`src/rtl/f_to_bcd_display_if.sv`:
```
// Handshake and display bundle between the Fahrenheit producer and the BCD display block.
// The master drives the binary value and its valid strobe. The slave returns
// readiness, status, the held BCD digits and the multiplexed segment drive.
interface f_to_bcd_display_if #(
    parameter int unsigned W_IN = 7
) ();

    logic [W_IN-1:0] f;
    logic            in_valid;
    logic            in_ready;
    logic            busy;
    logic            out_valid;
    logic [3:0]      bcd_h;
    logic [3:0]      bcd_t;
    logic [3:0]      bcd_o;
    logic [2:0]      digit_sel;
    logic [6:0]      seg;

    modport master (
        output f,
        output in_valid,
        input  in_ready,
        input  busy,
        input  out_valid,
        input  bcd_h,
        input  bcd_t,
        input  bcd_o,
        input  digit_sel,
        input  seg
    );

    modport slave (
        input  f,
        input  in_valid,
        output in_ready,
        output busy,
        output out_valid,
        output bcd_h,
        output bcd_t,
        output bcd_o,
        output digit_sel,
        output seg
    );

endinterface

```
`src/rtl/f_to_bcd_display.sv`:
```
// Binary-to-BCD converter with a 3-digit multiplexed seven-segment driver.
// A W_IN-bit unsigned value is accepted on a valid/ready handshake. It is converted
// with a sequential shift-add-3 (double-dabble) loop, one bit per cycle. The last
// result is held and scanned onto a time-multiplexed 3-digit display.
module f_to_bcd_display #(
    parameter int unsigned W_IN     = 7,
    parameter int unsigned SCAN_DIV = 4
) (
    input logic                    clk,
    input logic                    rst,
    f_to_bcd_display_if.slave      bus
);

    localparam int unsigned     CntW     = (SCAN_DIV > 1) ? $clog2(SCAN_DIV) : 1;
    localparam logic [CntW-1:0] CntMax   = CntW'(SCAN_DIV - 1);
    localparam logic [3:0]      LastIter = 4'(W_IN - 1);

    typedef enum logic [1:0] {
        StIdle,
        StShift,
        StDone
    } state_e;

    state_e              r_state;
    state_e              w_state_next;

    logic [W_IN-1:0]     r_bin_sr;
    logic [11:0]         r_bcd_sr;
    logic [3:0]          r_iter;

    logic [3:0]          r_bcd_h;
    logic [3:0]          r_bcd_t;
    logic [3:0]          r_bcd_o;

    logic [CntW-1:0]     r_scan_cnt;
    logic [2:0]          r_digit_sel;

    logic                w_in_ready;
    logic                w_busy;
    logic                w_out_valid;
    logic                w_accept;
    logic                w_last_shift;

    logic [11:0]         w_bcd_adj;
    logic [W_IN+11:0]    w_shift;
    logic [11:0]         w_shift_bcd;

    logic [3:0]          w_digit;
    logic                w_blank;
    logic [6:0]          w_seg;

    // Seven-segment pattern for one decimal digit; non-decimal codes stay dark.
    function automatic logic [6:0] seg_of(input logic [3:0] d);
        logic [6:0] s;
        case (d)
            4'd0:    s = 7'h3F;
            4'd1:    s = 7'h06;
            4'd2:    s = 7'h5B;
            4'd3:    s = 7'h4F;
            4'd4:    s = 7'h66;
            4'd5:    s = 7'h6D;
            4'd6:    s = 7'h7D;
            4'd7:    s = 7'h07;
            4'd8:    s = 7'h7F;
            4'd9:    s = 7'h6F;
            default: s = 7'h00;
        endcase
        return s;
    endfunction

    // State register.
    always_ff @(posedge clk) begin
        if (rst) begin
            r_state <= StIdle;
        end else begin
            r_state <= w_state_next;
        end
    end

    // Next-state logic: one shift cycle per input bit, then a single DONE cycle.
    always_comb begin
        w_state_next = r_state;
        case (r_state)
            StIdle: begin
                if (bus.in_valid) begin
                    w_state_next = StShift;
                end
            end
            StShift: begin
                if (r_iter == LastIter) begin
                    w_state_next = StDone;
                end
            end
            StDone: begin
                w_state_next = StIdle;
            end
            default: begin
                w_state_next = StIdle;
            end
        endcase
    end

    // FSM outputs, all decoded from the current state.
    always_comb begin
        w_in_ready   = (r_state == StIdle);
        w_busy       = (r_state != StIdle);
        w_out_valid  = (r_state == StDone);
        w_accept     = w_in_ready && bus.in_valid;
        w_last_shift = (r_state == StShift) && (r_iter == LastIter);
    end

    // One double-dabble step: correct each BCD nibble, then shift the whole chain left.
    always_comb begin
        w_bcd_adj = r_bcd_sr;
        for (int i = 0; i < 3; i++) begin
            if (r_bcd_sr[4*i +: 4] >= 4'd5) begin
                w_bcd_adj[4*i +: 4] = r_bcd_sr[4*i +: 4] + 4'd3;
            end
        end
        w_shift     = {w_bcd_adj, r_bin_sr} << 1;
        w_shift_bcd = w_shift[W_IN +: 12];
    end

    // Conversion shift registers and iteration counter.
    always_ff @(posedge clk) begin
        if (rst) begin
            r_bin_sr <= '0;
            r_bcd_sr <= '0;
            r_iter   <= '0;
        end else if (w_accept) begin
            r_bin_sr <= bus.f;
            r_bcd_sr <= '0;
            r_iter   <= '0;
        end else if (r_state == StShift) begin
            r_bin_sr <= w_shift[W_IN-1:0];
            r_bcd_sr <= w_shift_bcd;
            r_iter   <= r_iter + 4'd1;
        end
    end

    // Held result: captured on the final shift so the digits are already valid
    // during the out_valid cycle, and untouched while a conversion is running.
    always_ff @(posedge clk) begin
        if (rst) begin
            r_bcd_h <= '0;
            r_bcd_t <= '0;
            r_bcd_o <= '0;
        end else if (w_last_shift) begin
            r_bcd_h <= w_shift_bcd[11:8];
            r_bcd_t <= w_shift_bcd[7:4];
            r_bcd_o <= w_shift_bcd[3:0];
        end
    end

    // Free-running scan divider; each wrap rotates the one-hot digit select.
    always_ff @(posedge clk) begin
        if (rst) begin
            r_scan_cnt  <= '0;
            r_digit_sel <= 3'b001;
        end else if (r_scan_cnt == CntMax) begin
            r_scan_cnt  <= '0;
            r_digit_sel <= {r_digit_sel[1:0], r_digit_sel[2]};
        end else begin
            r_scan_cnt  <= r_scan_cnt + 1'b1;
        end
    end

    // Segment drive for the selected digit, with leading-zero blanking.
    always_comb begin
        w_digit = r_bcd_o;
        w_blank = 1'b0;
        unique case (r_digit_sel)
            3'b001: begin
                w_digit = r_bcd_o;
            end
            3'b010: begin
                w_digit = r_bcd_t;
                w_blank = (r_bcd_h == 4'd0) && (r_bcd_t == 4'd0);
            end
            3'b100: begin
                w_digit = r_bcd_h;
                w_blank = (r_bcd_h == 4'd0);
            end
            default: begin
                w_digit = r_bcd_o;
            end
        endcase
        w_seg = w_blank ? 7'h00 : seg_of(w_digit);
    end

    assign bus.in_ready  = w_in_ready;
    assign bus.busy      = w_busy;
    assign bus.out_valid = w_out_valid;
    assign bus.bcd_h     = r_bcd_h;
    assign bus.bcd_t     = r_bcd_t;
    assign bus.bcd_o     = r_bcd_o;
    assign bus.digit_sel = r_digit_sel;
    assign bus.seg       = w_seg;

endmodule
```
`src/flat_wrapper.sv`:
```
// flat-port wrapper written by rule: the top's interface ports become plain ports
module f_to_bcd_display_flat 
#(
    parameter int unsigned W_IN     = 7,
    parameter int unsigned SCAN_DIV = 4
)
  (clk, rst, bus_f, bus_in_valid, bus_in_ready, bus_busy, bus_out_valid, bus_bcd_h, bus_bcd_t, bus_bcd_o, bus_digit_sel, bus_seg);
  f_to_bcd_display_if #(.W_IN(W_IN)) bus_i ();
  input logic clk;
  input logic rst;
  input wire logic [$bits(bus_i.f)-1:0] bus_f;
  input wire logic [$bits(bus_i.in_valid)-1:0] bus_in_valid;
  output wire logic [$bits(bus_i.in_ready)-1:0] bus_in_ready;
  output wire logic [$bits(bus_i.busy)-1:0] bus_busy;
  output wire logic [$bits(bus_i.out_valid)-1:0] bus_out_valid;
  output wire logic [$bits(bus_i.bcd_h)-1:0] bus_bcd_h;
  output wire logic [$bits(bus_i.bcd_t)-1:0] bus_bcd_t;
  output wire logic [$bits(bus_i.bcd_o)-1:0] bus_bcd_o;
  output wire logic [$bits(bus_i.digit_sel)-1:0] bus_digit_sel;
  output wire logic [$bits(bus_i.seg)-1:0] bus_seg;
  assign bus_i.f = bus_f;
  assign bus_i.in_valid = bus_in_valid;
  assign bus_in_ready = bus_i.in_ready;
  assign bus_busy = bus_i.busy;
  assign bus_out_valid = bus_i.out_valid;
  assign bus_bcd_h = bus_i.bcd_h;
  assign bus_bcd_t = bus_i.bcd_t;
  assign bus_bcd_o = bus_i.bcd_o;
  assign bus_digit_sel = bus_i.digit_sel;
  assign bus_seg = bus_i.seg;
  f_to_bcd_display #(.W_IN(W_IN), .SCAN_DIV(SCAN_DIV)) u_core (.clk(clk), .rst(rst), .bus(bus_i));
endmodule
```
`config.mk`:
```
export PLATFORM = sky130hd
export DESIGN_NAME = f_to_bcd_display_flat
export DESIGN_NICKNAME = d
export VERILOG_FILES = /design/src/rtl/f_to_bcd_display_if.sv /design/src/rtl/f_to_bcd_display.sv /design/src/flat_wrapper.sv
export SDC_FILE = /design/constraint.sdc
export NUM_CORES = 1
export LEC_CHECK = 0
export CORE_ASPECT_RATIO = 1.4
export CORE_MARGIN = 1.5
export CORE_UTILIZATION = 29
export DETAILED_ROUTE_END_ITERATION = 10
export PLACE_DENSITY_LB_ADDON = 0.12
export SLEW_MARGIN = 30
export SYNTH_ARGS = -nofsm -noshare
export SYNTH_HDL_FRONTEND = slang
export SYNTH_SLANG_ARGS = --single-unit
```
`constraint.sdc`:
```
create_clock -name clk -period 2.8 [get_ports clk]
set_input_delay 0.7 -clock clk [delete_from_list [all_inputs] [get_ports clk]]
set_output_delay 0.7 -clock clk [all_outputs]
set_load 0.01 [all_outputs]
```
==> parameters.txt, run 1 <==
Parameter                              Value

Synthesis
  Post-Syn Area per Cell ... 8.44 sq um
  Most used DFF post-synth ... dfxtp_1
  Synthesis-stage register bit count ... 42
  Leading cell types by total area after synthesis ... dfxtp_1, ha_1, a21oi_1
  Count of flip-flops with a built-in enable after synthesis ... 0
  Count of yosys warnings during synthesis ... 0
  Largest area contributor in the netlist ... dfxtp_1
  Cell count after synthesis ... between 200 and 300
  Mapped Nets ... approximately 290
  Number of different library cells in the post-synthesis netlist ... 44
  Sequential cell area fraction in the yosys report ... between 30% and 40%
  Synth top area share ... a little under two fifths
  Async set-reset flop share out of synthesis ... 0%
  Post-synthesis instance area ... roughly 2200 sq um

Setup path
  Reg-to-Reg Start ... u_core.r_state[1]
  Worst Setup EP ... bus_seg[3]
  FF-to-FF path depth ... 4
  Standard cell with the maximum stage delay on the critical path ... dfxtp_4
  Maximum fanout along the worst path ... 5
  Endpoint required time on the critical path ... roughly 2100 ps
  Critical R2R Capture ... u_core.bus.bcd_o[3]
  Slack of the worst reg-to-reg path ... roughly 1200 ps
  Critical path arrival ... about 2000 ps
  Element type at the critical path start ... flop
  Series of cell instances along the critical path ... nand2b_4 > buf_6 > o22a_1 > o22ai_4 > buf_4 > nand2b_2 > o32ai_2 > clkbuf_2
  Setup Crit Path Kind ... reg -> out
  Endpoint kind of the worst setup timing path ... output pin
  Crit path largest cell delay ... between 300 and 400 ps
  CP Launch Point ... u_core.bus.digit_sel[1]

CTS
  Number of H-tree levels ... 2
  Insertion delay to the later sink of the worst-skew pair ... roughly 290 ps
  Worst-path clk slew ... around 70 ps
  Cell at the root of the clock tree ... clkbuf_8
  Number of buffers between clock root and the deepest sink ... 2
  CTS tree ... yes
  Total clock sinks ... 42
  Num CTS Buffers ... 5
  CTS Hold Bufs ... 0

Timing
  RSZ-0062 raised after global routing ... yes
  Number of hold violations in the final report ... 0
  Final count of negative-setup-slack endpoints ... 0
  Final Critical Period ... 2750 ps
  Setup TNS ... 0 ps
  Final Skew ... 6.41 ps
  Worst slew slack as a fraction of its limit ... between 50% and 60%
  Max Transition Viols Final ... 0
  Maximum clock frequency ... 0.364 GHz
  Worst-margin pin slew ... 618 ps
  Final period util ... between 90% and 100%

Place
  RD Place Congestion ... 0.840
  Number of buffers added on ports ... 34
  Placement-stage cell area ... approximately 2700 sq um
  Half-perimeter wire length of the detailed placement result ... roughly 3900 um

Pwr
  Sw Pwr ... around 0.28 mW
  Overall power consumption ... 1.16 mW
  Leakage Power ... about 1.1 nW
  Combinational group share of total power ... between 10% and 20%
  Switching power share of the total ... roughly 25%
  Seq pwr share ... approximately 54%
  Clock share of power ... between 30% and 40%
  Power density cells ... between 300 and 400 nW/um^2
  Cell Int Power ... 0.874 mW
  Peak VDD IR ... roughly 0.00016 V

Global routing
  First-pass GRT wire length ... approximately 8500 um
  Total gr overflow ... 0
  Largest net degree at the start of global routing ... 27
  Number of global-route vias before repair ... around 1800
  Initial antenna violation count ... 0
  Combined global-route utilization of all metal layers ... between 10% and 20%

Min path
  Hold/Removal Path Class ... reg -> reg

Run status
  Run status ... finished clean

Die
  Starting Density ... 30.0%
  Standard-cell row count ... 37
  Die outline height ... 106 um
  I/O pin total ... 35
  Core box area ... 7360 sq um
  DIE AREA ... between 8000 and 9000 sq um
  Die outline width ... around 77 um

Detailed routing
  DR pass1 iterations ... 4
  Average wire length per cell after detail routing ... between 10 and 15 um
  DRC violation total after the first TritonRoute iteration ... 85
  Detailed-route vias per instance ... around 4.6
  Total via count after detailed routing ... 1888
  Routed wire length ... 5260 um
  Number of nets with antenna violations after routing ... 0
  DRC viols ... 0

Finish
  Number of antenna cells inserted ... 0
  Nets ... roughly 340
  Layout fillers ... around 760
  Signed area change from the synthesized netlist to the final layout ... 32.7%
  Most common library cell in the layout ignoring fill and taps ... nand2_1
  Finished Cell Area ... 2930 sq um
  Highest-count cells in the layout ignoring fill and taps ... nand2_1, dfxtp_1, a21oi_1
  Share of layout cells above drive strength 1 ... between 15 and 20%

Run
  Max-capacitance violation count ... 0
-- stage by stage --
step           utilization [%]  cells  hold WS, ps  setup WS [ps]
4_1_cts                   39.3    410          438           1.18
5_1_grt                   39.9    410          465          -62.9
3_5_place_dp              37.3    398          427          -99.4
6_report                  39.9    410          436           49.3
3_3_place_gp              37.3    398          414          -98.2
2_1_floorplan                -    262          404            234
-- power groups by stage --
| stage | Combinational (mW) | Clock, mW | Sequential, mW |
|---|---|---|---|
| 5_1_grt | 0.163 | 0.429 | 0.633 |
| 2_1_floorplan | 0.0942 | 0 | 0.641 |
| 3_3_place_gp | 0.145 | 0 | 0.643 |
| 6_report | 0.146 | 0.383 | 0.629 |
| 4_1_cts | 0.147 | 0.404 | 0.630 |
| 3_5_place_dp | 0.146 | 0 | 0.644 |
-- sequential cells by signal (all words and copies together), names as in the netlist --
name	flops
u_core.bus.digit_sel	3
u_core.r_iter	4
u_core.r_scan_cnt	2
u_core.r_bcd_sr	12
u_core.bus.bcd_h	4
u_core.r_state	2
u_core.bus.bcd_o	4
u_core.r_bin_sr	7
u_core.bus.bcd_t	4
-- worst min-delay path by stage --
stage                                    start                    to  depth (start not counted)
after global placement    u_core.r_scan_cnt[0]  u_core.r_scan_cnt[0]                          1
final                     u_core.r_scan_cnt[0]  u_core.r_scan_cnt[0]                          1
after detailed placement  u_core.r_scan_cnt[0]  u_core.r_scan_cnt[0]                          1
after floorplan           u_core.r_scan_cnt[0]  u_core.r_scan_cnt[0]                          1
after global routing      u_core.r_scan_cnt[0]  u_core.r_scan_cnt[0]                          1
after CTS                 u_core.r_scan_cnt[0]  u_core.r_scan_cnt[0]                          1
-- worst max-delay path, delay by kind of cell, from the launching register on --
kind / cells / cell delay [ps]
AOI/OAI and AO/OA: 3 / 670
buffers and inverters: 3 / 460
DFF: 1 / 360
and+or+nand+nor: 2 / 270
-- layer usage --
layer	routed length [um]	GRT usage [%]	vias to the layer above
li1	-	-	1006
met1	2290	14.5	846
met2	2680	23.8	27
met3	119	2.15	9
met4	176	7.14	0
met5	0	0	-
-- cells by family (layout without fill, tap and decap cells) --
family / count (synthesis) / count (layout) / share of synthesized area, %
compound gates: 70 / 70 / 21.8
xor+xnor: 6 / 6 / 2.38
fa+ha+maj: 14 / 14 / 7.92
buf+inv: 27 / 78 / 5.49
flops: 42 / 42 / 38.0
mux: 8 / 8 / 3.62
simple gates: 95 / 95 / 20.7
-- timing repair --
item / in CTS / in global routing
gates resized for setup: 19 / 25
pin swaps: 2 / 2
endpoints found under the setup margin: 7 / 7
buffers inserted: 6 / 0
-- final cells by class --
type / count / area, sq um / share of cell area, %
Multi-Input combinational cell: 193 / 1320 / 44.9
Sequential cell: 42 / 848 / 28.9
Timing Repair Buffer: 60 / 519 / 17.7
Tap cell: 97 / 121 / 4.14
Clock buffer: 6 / 82.6 / 2.81
Inverter: 12 / 45.0 / 1.54
-- cell usage after synthesis (2+ instances only) --
cell	count
o32ai_1	3
nand2b_4	2
nand2_1	41
clkbuf_1	8
o22ai_4	2
o21ai_1	2
ha_1	14
inv_1	12
nor2_1	23
o22a_2	2
xnor2_1	3
o22a_1	2
xor2_1	3
nor2b_1	3
a22oi_1	6
nand2b_1	4
a211oi_1	7
o22ai_1	2
a21oi_1	32
o21ai_0	5
mux2i_1	8
nor3b_1	5
dfxtp_1	42
nor3_1	4
nand3b_1	2
buf_6	2
buf_2	4
nand3_1	3
Power figures use the tool's default switching activity.
==> inputs of run 2 (changes only) <==
--- a/config.mk
+++ b/config.mk
@@ -9,6 +9,7 @@
 export CORE_MARGIN = 1.5
 export CORE_UTILIZATION = 29
 export DETAILED_ROUTE_END_ITERATION = 10
+export HOLD_SLACK_MARGIN = 0.03
 export PLACE_DENSITY_LB_ADDON = 0.12
 export SLEW_MARGIN = 30
 export SYNTH_ARGS = -nofsm -noshare
==> results of run 2 <==
The final DEF is identical to that of run 1; final timing and power are the same.
